[src/rtl/lcd_value_writer_if.sv]
// Host-side request channel of lcd_value_writer.
//   start   : level-sampled request, only honoured while the writer is idle
//   data_in : 16-bit two's-complement value, captured on the acceptance cycle
//   busy    : writer is initialising the panel or still emitting a value
// master = requester (CPU display path), slave = lcd_value_writer.
interface lcd_value_writer_if;
  logic        start;
  logic [15:0] data_in;
  logic        busy;

  modport master (output start, output data_in, input busy);
  modport slave  (input start, input data_in, output busy);
endinterface

[src/rtl/lcd_value_writer.sv]
// lcd_value_writer: converts a signed 16-bit value to decimal ASCII with a
// sequential double-dabble and writes it to an HD44780 16x2 panel (8-bit,
// write-only) at row 0 col 0. Performs the power-up init sequence first.
//
// Ports:
//   clk       50 MHz system clock
//   ligar     asynchronous active-low reset
//   host      request channel (start / data_in / busy), slave side
//   LCD_DATA  panel data bus          LCD_RS   0 = command, 1 = data
//   LCD_EN    panel strobe            LCD_RW   tied 0
//   LCD_ON    tied 1                  LCD_BLON tied 1
//
// Optional feature macro LCD_SHOW_HEX_EN: when defined, each transaction also
// writes "0x" plus four uppercase hex digits of the raw value on row 1.
module lcd_value_writer #(
  parameter int unsigned EN_CYCLES       = 25,
  parameter int unsigned CMD_WAIT_CYCLES = 2500,
  parameter int unsigned CLR_WAIT_CYCLES = 100000,
  parameter int unsigned PWRUP_CYCLES    = 1000000
) (
  input  logic               clk,
  input  logic               ligar,
  lcd_value_writer_if.slave  host,
  output logic [7:0]         LCD_DATA,
  output logic               LCD_RS,
  output logic               LCD_RW,
  output logic               LCD_EN,
  output logic               LCD_ON,
  output logic               LCD_BLON
);

  typedef enum logic [2:0] {
    PWR_WAIT, INIT, IDLE, CONVERT, SEND_SETUP, SEND_EN, SEND_WAIT
  } state_t;

`ifdef LCD_SHOW_HEX_EN
  localparam logic [3:0] LAST_TXN_IDX = 4'd13;
`else
  localparam logic [3:0] LAST_TXN_IDX = 4'd6;
`endif
  localparam logic [3:0] LAST_INIT_IDX = 4'd3;

  state_t      state, state_nxt;
  logic [31:0] cnt;        // cycles spent in the current state
  logic [3:0]  idx;        // byte index within init or transaction list
  logic        in_init;    // SEND_* currently walks the init list
  logic        sign;
  logic [35:0] dd;         // double-dabble shifter {bcd[19:0], bin[15:0]}
  logic [15:0] mag;
  logic [7:0]  cur_byte;
  logic        cur_rs;
  logic [31:0] wait_len;
  logic        last_byte;
  logic [19:0] bcd;
`ifdef LCD_SHOW_HEX_EN
  logic [15:0] raw;
`endif

  assign bcd = dd[35:16];
  assign mag = host.data_in[15] ? (~host.data_in + 16'd1) : host.data_in;

  // One double-dabble iteration: add 3 to any BCD nibble >= 5, then shift.
  function automatic logic [35:0] dd_step(input logic [35:0] s);
    logic [35:0] t;
    t = s;
    for (int i = 0; i < 5; i++)
      if (t[16+4*i +: 4] >= 4'd5) t[16+4*i +: 4] = t[16+4*i +: 4] + 4'd3;
    return {t[34:0], 1'b0};
  endfunction

`ifdef LCD_SHOW_HEX_EN
  function automatic logic [7:0] hex_char(input logic [3:0] n);
    return (n < 4'd10) ? (8'h30 + {4'd0, n}) : (8'h37 + {4'd0, n});
  endfunction
`endif

  // Byte for the current index; digits go out most significant first.
  always_comb begin
    cur_byte = 8'h00;
    cur_rs   = 1'b0;
    if (in_init) begin
      case (idx)
        4'd0:    cur_byte = 8'h38;
        4'd1:    cur_byte = 8'h0C;
        4'd2:    cur_byte = 8'h01;
        default: cur_byte = 8'h06;
      endcase
    end else begin
      cur_rs = 1'b1;
      case (idx)
        4'd0:  begin cur_byte = 8'h80; cur_rs = 1'b0; end
        4'd1:  cur_byte = sign ? 8'h2D : 8'h20;
        4'd2:  cur_byte = 8'h30 + {4'd0, bcd[19:16]};
        4'd3:  cur_byte = 8'h30 + {4'd0, bcd[15:12]};
        4'd4:  cur_byte = 8'h30 + {4'd0, bcd[11:8]};
        4'd5:  cur_byte = 8'h30 + {4'd0, bcd[7:4]};
        4'd6:  cur_byte = 8'h30 + {4'd0, bcd[3:0]};
`ifdef LCD_SHOW_HEX_EN
        4'd7:  begin cur_byte = 8'hC0; cur_rs = 1'b0; end
        4'd8:  cur_byte = 8'h30;
        4'd9:  cur_byte = 8'h78;
        4'd10: cur_byte = hex_char(raw[15:12]);
        4'd11: cur_byte = hex_char(raw[11:8]);
        4'd12: cur_byte = hex_char(raw[7:4]);
        4'd13: cur_byte = hex_char(raw[3:0]);
`endif
        default: cur_byte = 8'h00;
      endcase
    end
  end

  // Only the clear-display command needs the long wait.
  assign wait_len  = (in_init && idx == 4'd2) ? CLR_WAIT_CYCLES : CMD_WAIT_CYCLES;
  assign last_byte = in_init ? (idx == LAST_INIT_IDX) : (idx == LAST_TXN_IDX);

  // State register
  always_ff @(posedge clk or negedge ligar) begin
    if (!ligar) state <= PWR_WAIT;
    else        state <= state_nxt;
  end

  // Next-state logic
  always_comb begin
    state_nxt = state;
    case (state)
      PWR_WAIT:   if (cnt == PWRUP_CYCLES - 1) state_nxt = INIT;
      INIT:       state_nxt = SEND_SETUP;
      IDLE:       if (host.start) state_nxt = CONVERT;
      CONVERT:    if (cnt == 32'd15) state_nxt = SEND_SETUP;
      SEND_SETUP: state_nxt = SEND_EN;
      SEND_EN:    if (cnt == EN_CYCLES - 1) state_nxt = SEND_WAIT;
      SEND_WAIT:  if (cnt == wait_len - 1) state_nxt = last_byte ? IDLE : SEND_SETUP;
      default:    state_nxt = PWR_WAIT;
    endcase
  end

  // Outputs: EN and busy decode straight from state so reset drops them at once.
  always_comb begin
    host.busy = (state != IDLE);
    LCD_EN    = (state == SEND_EN);
    LCD_RW    = 1'b0;
    LCD_ON    = 1'b1;
    LCD_BLON  = 1'b1;
  end

  // Datapath: counter, byte index, conversion, panel bus registers.
  always_ff @(posedge clk or negedge ligar) begin
    if (!ligar) begin
      cnt      <= '0;
      idx      <= '0;
      in_init  <= 1'b1;
      sign     <= 1'b0;
      dd       <= '0;
      LCD_DATA <= 8'h00;
      LCD_RS   <= 1'b0;
`ifdef LCD_SHOW_HEX_EN
      raw      <= '0;
`endif
    end else begin
      if (state_nxt != state) cnt <= '0;
      else if (state != IDLE) cnt <= cnt + 32'd1;

      case (state)
        INIT: begin
          in_init <= 1'b1;
          idx     <= '0;
        end
        IDLE: if (host.start) begin
          in_init <= 1'b0;
          idx     <= '0;
          sign    <= host.data_in[15];
          dd      <= {20'd0, mag};
`ifdef LCD_SHOW_HEX_EN
          raw     <= host.data_in;
`endif
        end
        CONVERT:    dd <= dd_step(dd);
        SEND_SETUP: begin
          LCD_DATA <= cur_byte;
          LCD_RS   <= cur_rs;
        end
        SEND_WAIT: if (cnt == wait_len - 1 && !last_byte) idx <= idx + 4'd1;
        default: ;
      endcase
    end
  end

endmodule

[src/flat_wrapper.sv]
// flat-port wrapper written by rule: the top's interface ports become plain ports
module lcd_value_writer_flat 
#(
  parameter int unsigned EN_CYCLES       = 25,
  parameter int unsigned CMD_WAIT_CYCLES = 2500,
  parameter int unsigned CLR_WAIT_CYCLES = 100000,
  parameter int unsigned PWRUP_CYCLES    = 1000000
)
  (clk, ligar, LCD_DATA, LCD_RS, LCD_RW, LCD_EN, LCD_ON, LCD_BLON, host_start, host_data_in, host_busy);
  lcd_value_writer_if host_i ();
  input  logic clk;
  input  logic ligar;
  output logic [7:0] LCD_DATA;
  output logic LCD_RS;
  output logic LCD_RW;
  output logic LCD_EN;
  output logic LCD_ON;
  output logic LCD_BLON;
  input wire logic [$bits(host_i.start)-1:0] host_start;
  input wire logic [$bits(host_i.data_in)-1:0] host_data_in;
  output wire logic [$bits(host_i.busy)-1:0] host_busy;
  assign host_i.start = host_start;
  assign host_i.data_in = host_data_in;
  assign host_busy = host_i.busy;
  lcd_value_writer #(.EN_CYCLES(EN_CYCLES), .CMD_WAIT_CYCLES(CMD_WAIT_CYCLES), .CLR_WAIT_CYCLES(CLR_WAIT_CYCLES), .PWRUP_CYCLES(PWRUP_CYCLES)) u_core (.clk(clk), .ligar(ligar), .host(host_i), .LCD_DATA(LCD_DATA), .LCD_RS(LCD_RS), .LCD_RW(LCD_RW), .LCD_EN(LCD_EN), .LCD_ON(LCD_ON), .LCD_BLON(LCD_BLON));
endmodule
[config.mk]
export PLATFORM = sky130hd
export DESIGN_NAME = lcd_value_writer_flat
export DESIGN_NICKNAME = d
export VERILOG_FILES = /design/src/rtl/lcd_value_writer_if.sv /design/src/rtl/lcd_value_writer.sv /design/src/flat_wrapper.sv
export SDC_FILE = /design/constraint.sdc
export NUM_CORES = 1
export LEC_CHECK = 0
export CORE_MARGIN = 5
export CORE_UTILIZATION = 45
export CTS_CLUSTER_DIAMETER = 100
export DETAILED_ROUTE_END_ITERATION = 7
export SETUP_SLACK_MARGIN = 0.4
export SLEW_MARGIN = 25
export SYNTH_ARGS = -nofsm -noshare
export SYNTH_HDL_FRONTEND = slang
export SYNTH_SLANG_ARGS = --single-unit
[constraint.sdc]
create_clock -name clk -period 2.9 [get_ports clk]
set_input_delay 0.29 -clock clk [delete_from_list [all_inputs] [get_ports clk]]
set_output_delay 0.29 -clock clk [all_outputs]
set_load 0.02 [all_outputs]
==> key figures <==
Worst setup path
  • Critical path type: flip-flop to output pin
  • Critical path endpoint category: output pin
  • Largest fanout on the critical path: 14
  • Cells along the critical path: or3b_2 -> clkdlybuf4s50_1
  • Worst path max stage delay: 0.61 ns
  • Buffers & Inverters on Critical Path: 1
  • Crit path max-delay family: flip-flops
  • Worst Setup SP: u_core.state[1]$_DFF_PN0_
  • WP data arrival: 2.14 ns
  • CP max stage cell: dfrtp_1
  • Req. time, crit path: 2.61 ns
  • Setup crit start kind: flip-flop
  • Critical R2R Launch: u_core.idx[0]$_DFFE_PN0P_

Global route
  • Total global routing overflow: 0
  • Global-route wire length before repair: 19400 µm
  • Antenna violations before repair: 0
  • Largest net degree at the start of global routing: 86
  • Vias in the first global route: 3961
  • Total track usage: 16.6%

STA
  • Slew @ Worst Pin: 0.790 ns
  • Final setup viols: 0
  • Hold violation total from the final report: 4
  • Setup TNS: 0 ns
  • Final worst-path cycle share: 83.6%
  • Worst Skew: 0.00564 ns
  • Post-route minimum period: 2.43 ns
  • Max-slew violation count: 0
  • Max Fclk: 412 MHz
  • Hold slack: -0.00876 ns
  • RSZ-0062 raised after global routing: false
  • Rel. slew slack: 47.3%

Finish
  • Layout area overhead: 14.0%
  • Final cell count without fillers: 726
  • Cell area after layout: 5930 µm²
  • Nets: 614
  • Ant. Diodes: 0
  • Share of cells above drive strength 1: 10.8%
  • Layout fillers: 1057

CTS
  • Post-CTS Hold Fix Bufs: 0
  • Clk slew on worst S/H paths: 0.06 ns
  • Clk buf depth: 2
  • Clk Latency, worst-skew pair: 0.33 ns
  • Clk sinks: 85
  • H-Tree Depth: 3
  • Setup bufs post-CTS: 0
  • CTS root buf: clkbuf_16
  • CTS Buf Count: 9
  • CTS tree: built

Die
  • Die area: 13800 µm²
  • # rows: 39
  • Core area: 11400 µm²
  • Die Height: 117 µm
  • Number of I/O pins: 33
  • Die X: 117 µm
  • Initial core utilization: 45.7%

Synthesis
  • Synth warn: 0
  • Synthesis-stage register bit count: 85
  • Number of synthesized flops with an enable pin: 0
  • Post-Syn Area: 5200 µm²
  • Synthesized instance count: 563
  • Asr flop ratio synth: 100%
  • Avg Cell Area, Syn: 9.23 µm²
  • Post-synthesis sequential area ratio: 41.0%
  • Synth unique cells: 60
  • Main synth FF type: dfrtp_1

Drt
  • DRC: 0
  • WL per Instance: 15.5 µm
  • Pre-antenna DRT Iters: 4
  • Drt via density: 5.66
  • Post-DRT Antenna Nets: 0
  • Vias: 4111
  • DRT iter0 DRCs: 220
  • Routed WL: 11300 µm

Power
  • Max IR drop VDD: 0.365 mV
  • Total power: 2.54 mW
  • Static leakage: 2.65 nW
  • Power per cell area: 429 nW/µm²

Min path
  • Hold Crit Class: input pin to async pin

Placement
  • Placed cell count: 710
  • Routability cong.: 0.851
  • Dpl cell area: 5570 µm²
  • Number of port buffers: 28
  • DP HPWL: 7980 µm

Flow run
  • MaxCap Viol Count: 0

Run status
  • Run status: finished with violations
  • Failing checks: hold timing
[cell usage after synthesis, types with 2 or more instances]
cell      instances  share of area [%]
and3_1            6               0.72
nand2b_1         10                1.2
or4_1             4               0.58
nand3b_1          3               0.43
a221oi_1          2               0.34
ha_1             17                4.1
a31oi_1           4               0.48
inv_1            19                1.4
a221o_1           2               0.39
nor2_1           55                4.0
nor3_2           10                1.9
a22oi_1          17                2.5
nor4_4            2               0.82
and2_1            3               0.36
clkbuf_1         21                1.5
dfrtp_1          84                 40
mux2_2            4               0.87
o221ai_1          2               0.34
o31ai_1          14                2.0
nor4_2            6                1.4
or3_1             3               0.36
o41ai_1           2               0.34
xor2_1           34                5.7
a21oi_2           2               0.34
nand4_2           2               0.48
nand2_1          41                3.0
nor3b_1           2               0.29
conb_1            2               0.14
mux2i_1           2               0.39
and4_1            4               0.67
nor3_1           10               0.96
buf_2             8               0.77
a21oi_1          24                2.3
and4b_1           2               0.39
nand4_1           7               0.84
a222oi_1          3               0.58
buf_4             5               0.72
o21ai_0          41                3.9
xnor2_1          18                3.0
nand3_1          36                3.5
a32o_1            5               0.96
nor2b_1           7               0.84
[what timing repair did]
action	4_1_cts	5_1_grt
gates resized for setup	2	3
pin swaps	0	1
setup endpoints to repair	14	34
[power breakdown]
group          internal (mW)  switching [mW]  total [mW]
Sequential              1.19               0        1.19
Clock                  0.803           0.466        1.27
Combinational         0.0357          0.0539      0.0896
Total                   2.02           0.520        2.54
[metal layers]
| metal | up-vias | global-route usage, % | wire (µm) |
|---|---|---|---|
| li1 | 2051 | - | - |
| met1 | 1973 | 24.3 | 5650 |
| met2 | 77 | 24.9 | 5020 |
| met3 | 10 | 3.17 | 449 |
| met4 | 0 | 5.16 | 135 |
| met5 | - | 0 | 0 |
[placed cells by master (no fill, tap or decap), drive strengths merged, types with 6 or more instances in the layout]
cell and count:
xnor2 18, and3 6, a21oi 26, nor2b 7, nand3 36, buf 10
xor2 34, clkbuf 11, clkdlybuf4s50 27, nor4 9, ha 17, nor2 55
dfrtp 84, a22oi 17, o21ai 42, inv 19, nand2b 10, nor3 20
nand2 41, o31ai 15, nand4 9
[area by class of cell]
cell class	instances	area (µm²)	share of cell area (%)
inverters	19	71.3	1.20
clock inverters	5	82.6	1.39
clock buffers	11	253	4.27
well taps	143	179	3.02
flip-flops and latches	85	2130	35.9
multi-input cells	426	2860	48.2
repair buffers	37	357	6.02
[per-stage QoR]
| stage | hold WS [ns] | worst slack, ns | util [%] |
|---|---|---|---|
| final | -0.00876 | 0.474 | 52.1 |
| after global placement | 0.462 | 0.454 | 48.9 |
| after floorplan | -0.00559 | 0.760 | - |
| after global routing | 0.0946 | 0.404 | 52.1 |
| after CTS | 0.0556 | 0.402 | 52.0 |
| after detailed placement | 0.416 | 0.359 | 49.0 |
[final timing paths]
kind / to / cells past startpoint / slack (ns)
max: host_busy / 2 / 0.47
min: u_core.LCD_DATA[3]$_DFFE_PN0P_ / 1 / -0.009
max reg2reg: u_core.idx[0]$_DFFE_PN0P_ / 8 / 0.55
min reg2reg: u_core.LCD_DATA[0]$_DFFE_PN0P_ / 2 / 0.48
max in group asynchronous: u_core.cnt[20]$_DFFE_PN0P_ / 1 / 2.34
min in group clk: u_core.LCD_DATA[0]$_DFFE_PN0P_ / 2 / 0.48
[state kept, by name, indices dropped and copies added, names as in the netlist]
signal           count
u_core.LCD_DATA      7
u_core.LCD_RS        1
u_core.cnt          32
u_core.dd           36
u_core.idx           4
u_core.in_init       1
u_core.sign          1
u_core.state         3
[cell families after synthesis]
group	after synthesis	share of synthesized area [%]
muxes	6	1.25
AOI/OAI and AO/OA	126	16.1
xor gates and xnor gates	52	8.76
DFF	85	41.0
buffers and inverters	54	4.60
adders and majority gates	17	4.09
and+or+nand+nor	221	24.1
other	2	0.145
Note: power is estimated with default switching activity, not from simulation.
